**src/rtl/encoder4x2_queue.sv**
```systemverilog
// 4-to-2 priority encoder with a pending-request register and a valid/ready output stage.
// Requests are captured into pend, then served highest-priority first, one code per handshake.
//
// state | meaning
// IDLE  | no code presented, valid=0
// HOLD  | code on {a,b} presented, valid=1, waiting for ready
module encoder4x2_queue (
  input  logic       clk,
  input  logic       rst,
  input  logic       en,
  input  logic       d1,
  input  logic       d2,
  input  logic       d3,
  input  logic       d4,
  input  logic       ready,
  output logic       a,
  output logic       b,
  output logic       valid,
  output logic       ovf,
  output logic [3:0] pend
);

  typedef enum logic {
    IDLE = 1'b0,
    HOLD = 1'b1
  } state_t;

  state_t     state_q;
  state_t     state_d;
  logic [3:0] req;
  logic [3:0] served;
  logic [3:0] pend_d;
  logic [1:0] sel_code;
  logic [1:0] code_q;
  logic       load;
  logic       ovf_set;

  always_comb begin
    req = {d4, d3, d2, d1} & {4{en}};
  end

  // Selection looks only at the registered pend, so same-edge captures wait a cycle.
  always_comb begin
    sel_code = 2'd0;
    if (pend[3])      sel_code = 2'd3;
    else if (pend[2]) sel_code = 2'd2;
    else if (pend[1]) sel_code = 2'd1;
    else              sel_code = 2'd0;
  end

  always_comb begin
    state_d = state_q;
    load    = 1'b0;
    case (state_q)
      IDLE: begin
        if (pend != 4'b0000) begin
          load    = 1'b1;
          state_d = HOLD;
        end
      end
      HOLD: begin
        if (ready) begin
          if (pend != 4'b0000) begin
            load    = 1'b1;
            state_d = HOLD;
          end else begin
            state_d = IDLE;
          end
        end
      end
      default: state_d = IDLE;
    endcase
  end

  // A set on the same edge as the clear wins, which also re-queues the held code.
  always_comb begin
    served  = load ? (4'b0001 << sel_code) : 4'b0000;
    pend_d  = (pend & ~served) | req;
    ovf_set = |(req & pend & ~served);
  end

  always_ff @(posedge clk or posedge rst) begin
    if (rst) begin
      state_q <= IDLE;
      pend    <= 4'b0000;
      code_q  <= 2'b00;
      ovf     <= 1'b0;
    end else begin
      state_q <= state_d;
      pend    <= pend_d;
      if (load) code_q <= sel_code;
      if (ovf_set) ovf <= 1'b1;
    end
  end

  assign a     = code_q[1];
  assign b     = code_q[0];
  assign valid = (state_q == HOLD);

endmodule

```
**config.mk**
```make
export PLATFORM = sky130hd
export DESIGN_NAME = encoder4x2_queue
export DESIGN_NICKNAME = d
export VERILOG_FILES = /design/src/rtl/encoder4x2_queue.sv
export SDC_FILE = /design/constraint.sdc
export NUM_CORES = 1
export LEC_CHECK = 0
export ABC_AREA = 0
export CORE_AREA = 8 8 45 47
export DETAILED_ROUTE_END_ITERATION = 6
export DIE_AREA = 0 0 53 55
export HOLD_SLACK_MARGIN = 0.15
export PLACE_DENSITY = 0.63
export SYNTH_ARGS = -nofsm -noshare
export SYNTH_HDL_FRONTEND = slang
export SYNTH_SLANG_ARGS = --single-unit
```
**constraint.sdc**
```tcl
create_clock -name clk -period 1.3 [get_ports clk]
set_clock_uncertainty 0.15 [all_clocks]
set_input_delay 0.26 -clock clk [delete_from_list [all_inputs] [get_ports clk]]
set_output_delay 0.26 -clock clk [all_outputs]
set_load 0.1 [all_outputs]
```
Yosys cells after proc, flatten, opt, wreduce, memory -nomap -nowiden
Index checks and enable logic that the tools add are counted.

cells by class
  muxes and demuxes = 9
  shifts and indexed selects = 1
  bitwise gates (word level) = 7
  reduce and logical (&&, ||, !) cells = 2

operators by type and width
  cell                                                                number
  4-bit bitwise AND                                                   4
  1-bit 2-to-1 mux                                                    4
  2-bit 2-to-1 mux                                                    2
  4-bit 2-to-1 mux                                                    1
  4-bit NOT                                                           1
  4-bit OR                                                            1
  1-bit one-hot mux with 2 select lines                               2
  4-bit nonzero test                                                  1
  4-bit OR reduction                                                  1
  1-bit by 2-bit << shifter with 4-bit output (first input constant)  1
  1-bit NOT                                                           1

word-level totals
  input bits = 8
  logic and storage cells = 23
  bits in registers = 8
  output and inout bits = 8

Longest topological paths before layout
  depth after elaboration = 8
  depth in mapped cells = 4
  gate-level depth less buffers = 3

Worst setup path after synthesis
OpenSTA, ideal clock, no wires.

  path kind = flip-flop to flip-flop
  from = reg state_q (netlist: valid)
  to = reg code_q[0]
  cell stages (with the launch flop) = 5
  data required time = 0.991 ns
  clock period less this slack = 1.826 ns
  buffers on the path = 1
  setup slack = -0.526 ns
  library setup time = 0.159 ns
  data arrival time = 1.517 ns
  cells stage by stage = dfrtp_1 nor2b_1 buf_4 mux2i_1 o21ai_1

on the way
  word-level cells in the longest chain between the ends = 2

ends and longest elaborated chain
  what                                       line  text
  start: declaration                         28    state_t state_q;
  start signal: assignment                   89    state_q <= state_d;
  1-bit NOT                                  -
  1-bit one-hot mux with 2 select lines (*)  54    case (state_q)
  end signal: assignment                     91    if (load) code_q <= sel_code;
  end: declaration                           34    logic [1:0] code_q;

Mark *: on every way between the ends. The rest lies on a longest branch, timed or not.
A chain may end at the register's enable or synchronous reset.

Final worst setup path
  from = reg state_q (netlist: valid)
  to = out valid

RTL lines
  what              line  text
  end: declaration  18    output logic valid,

No word-level cell between the ends.

==> results.py <==
metrics = {
    "placed_design": {
        "dp_hpwl_um": 763,
        "port_buffers": 15,
        "gp_congestion": 0.750,
        "dp_slack_ps": -240,
    },
    "yosys": {
        "synthMuxAreaShare_pct": 2.56,
        "syn_area_per_cell_um2": 10.3,
        "synth_cells": 38,
        "ys_seq_area_share_pct": 51.1,
        "yosysUniqueCellTypes": 21,
        "synth_top_family_by_area": "simple AND/OR/NAND/NOR gates",
        "syn_area_um2": 392,
        "synth_xor_area_share_pct": 0,
        "synthAdderAreaFrac_pct": 0,
        "syn-num-nets": 46,
        "synthSimpleGateAreaFrac_pct": 22.0,
        "synth_seq_cells": 8,
        "synth_compound_gate_area_share_pct": 20.4,
        "ys_warn_count": 0,
    },
    "layout": {
        "syn_to_final_growth_pct": 109,
        "drive_above_1_share_pct": 57.6,
        "fill_cells": 113,
        "antennaDiodeCount": 0,
        "finalNetCount": 75,
    },
    "critical_path": {
        "critPathRequiredTime_ps": 890,
        "endpoint_kind": "primary output",
        "cpLargestDelayFamily": "flip-flops",
        "crit_arrival_ps": 1010,
        "path_class": "reg2out",
        "slowest_delay_ps": 470,
        "crit_cells": 2,
        "crit_path_top_delay_cell": "dfrtp_4",
        "cp_max_fo": 2,
        "cp-start-kind": "flop",
        "cp.buffers_inverters": 2,
        "rr_worst_depth": 3,
        "crit_path_cell_trace": "buf_6 > buf_12",
    },
    "sta": {
        "tightest_slew_ps": 279,
        "fin_crit_sh_pct": 109,
        "finalHoldViolations": 0,
        "rsz0062_at_grt": "yes",
        "fmax_mhz": 706,
        "slew_headroom_pct": 81.4,
        "setup_tns_ps": -483,
        "fin_crit_ps": 1420,
        "setup_violations": 7,
        "final.setup.worst_slack_ps": -116,
        "maxSlewViolCount": 0,
    },
    "global_routing": {
        "grt_pass1_wl_um": 1610,
        "first_global_vias": 356,
        "grt_max_degree": 10,
        "grt.total_usage_pct": 7.80,
        "antenna_found_initial": 0,
        "grt-ovfl-total": 0,
    },
    "die": {
        "core_mm2": 0.00138,
        "fp.dieH_um": 55,
        "rows": 14,
        "fp.dieArea_mm2": 0.00292,
        "initial_utilization_pct": 28.3,
        "die_w_um": 53,
        "ios": 16,
    },
    "clock_network": {
        "root_buffer": "clkbuf_4",
        "cts_sinks": 8,
        "clkTransAtPathRegs_ps": 60,
        "h-tree-depth": 1,
        "cts_tree": "built",
        "clk_path_buf_depth": 2,
        "cts_buffers": 3,
        "clock_latency_ps": 250,
    },
    "min_path": {
        "holdCritPathClass": "reg2reg",
        "whs_path_depth": 2,
    },
    "power_and_ir_drop": {
        "clkPwrFrac_pct": 18.2,
        "power_density_mw_per_mm2": 1340,
        "sw_frac_of_total_pct": 41.9,
        "p_leak_nw": 0.346,
        "irDropWorstVdd_v": 0.000521,
        "pwr-share-seq_pct": 29.1,
        "internal-power_mw": 0.640,
        "comb_power_share_pct": 52.6,
        "p_sw_mw": 0.462,
    },
    "routing": {
        "drc": 0,
        "drt-pass1-iter-count": 4,
        "avgViaCountPerCell": 4.76,
        "dr_total_vias": 390,
        "drtAntennaViolNets": 0,
        "post_drt_wl_per_cell_um": 14.1,
        "wl_um": 1150,
        "drtIter0Drc": 8,
    },
    "status": {
        "status": "finished, violations left",
        "violations": "setup timing",
    },
    "flow_run": {
        "maxCapViolCount": 0,
    },
}
-- through the flow --
step / cell area, um2 / util, % / power [mW] / std cells / hold slack, ps
finish: 820 / 59.2 / 1.10 / 82 / 374
global route: 820 / 59.2 / 1.15 / 82 / 400
CTS: 781 / 56.4 / 1.08 / 81 / 378
detailed placement: 692 / 50.0 / 0.832 / 72 / 364
global placement: 692 / 50.0 / 0.831 / 72 / 367
floorplan: 415 / - / 0.626 / 38 / -74.6
-- flip-flops by register name, summed over array words and instances, names as in the netlist --
| register | count |
|---|---|
| ovf | 1 |
| code_q | 2 |
| valid | 1 |
| pend | 4 |
-- cell usage in the layout, fill, tap and decap left out, types with 2 or more instances in the layout --
| master | n |
|---|---|
| buf_12 | 8 |
| buf_4 | 6 |
| buf_6 | 3 |
| clkbuf_4 | 3 |
| clkdlybuf4s50_1 | 7 |
| dfrtp_2 | 4 |
| dfrtp_4 | 3 |
| nand2_1 | 6 |
| nand2b_4 | 2 |
| nor2b_1 | 2 |
| o21ai_1 | 2 |
| o31ai_4 | 2 |
-- power groups by stage --
stage | sequential (mW) | combinational [mW] | clock, mW
floorplan | 0.550 | 0.0766 | 0
CTS | 0.322 | 0.549 | 0.210
finish | 0.321 | 0.580 | 0.201
global placement | 0.335 | 0.496 | 0
global route | 0.325 | 0.602 | 0.227
detailed placement | 0.335 | 0.497 | 0
-- cell families after synthesis --
logic type	Yosys count
AOI/OAI and AO/OA	11
buffers and inverters	3
DFF	8
muxes	1
and+or+nand+nor	15
-- synth_stat cells --
| master | count | share of area [%] |
|---|---|---|
| nand4_1 | 1 | 1.6 |
| nand2b_1 | 2 | 3.2 |
| inv_1 | 1 | 0.96 |
| nand2b_4 | 1 | 3.5 |
| a41oi_1 | 1 | 2.2 |
| nor2_1 | 1 | 0.96 |
| a22o_2 | 1 | 2.6 |
| nor2b_1 | 2 | 3.2 |
| buf_4 | 1 | 1.9 |
| a21oi_1 | 1 | 1.3 |
| nand2_1 | 6 | 5.8 |
| clkbuf_1 | 1 | 0.96 |
| o21ai_0 | 1 | 1.3 |
| mux2i_1 | 1 | 2.6 |
| o31ai_1 | 2 | 3.8 |
| a22o_1 | 1 | 2.2 |
| and3_1 | 1 | 1.6 |
| dfrtp_1 | 8 | 51 |
| o21ai_1 | 2 | 2.6 |
| o2111ai_1 | 2 | 4.5 |
| or2_4 | 1 | 2.2 |
-- what timing repair did --
action,4_1_cts,5_1_grt
gates cloned,0,1
gates resized for setup,5,8
pin swaps,1,2
buffers inserted,4,0
endpoints found under the hold margin,8,0
hold buffers,1,0
setup endpoints to repair,8,11
-- layout make-up --
type	count	area, um2	area share [%]
well taps	16	20.0	2.44
inverters	1	3.75	0.458
clock buffers	4	26.3	3.21
repair buffers	26	324	39.5
multi-input cells	27	229	27.9
flip-flops and latches	8	216	26.4
-- worst min-delay path, stage by stage (launching register included) --
cell,delay [ps]
dfrtp_2,380
o21ai_1,70
nand2_1,50
-- path summary, 6_finish.rpt --
path | start | slack [ps] | to
worst max-delay path | valid | -120 | valid
worst min-delay path | code_q[1] | 370 | code_q[1]
worst max register to register | pend[2] | -70 | ovf
worst min register to register | code_q[1] | 370 | code_q[1]
max in group asynchronous | rst | 180 | pend[2]
min in group asynchronous | rst | 630 | valid
-- routing by layer --
layer  GRT usage, %  vias to the layer above  share of wire (%)
met5              0                        -                  0
met4           7.76                        0                  0
met3           2.14                        0                5.7
met2           11.5                       12                 52
met1           8.80                      184                 42
li1               -                      194                  -
Note: power is estimated with default switching activity, not from simulation.
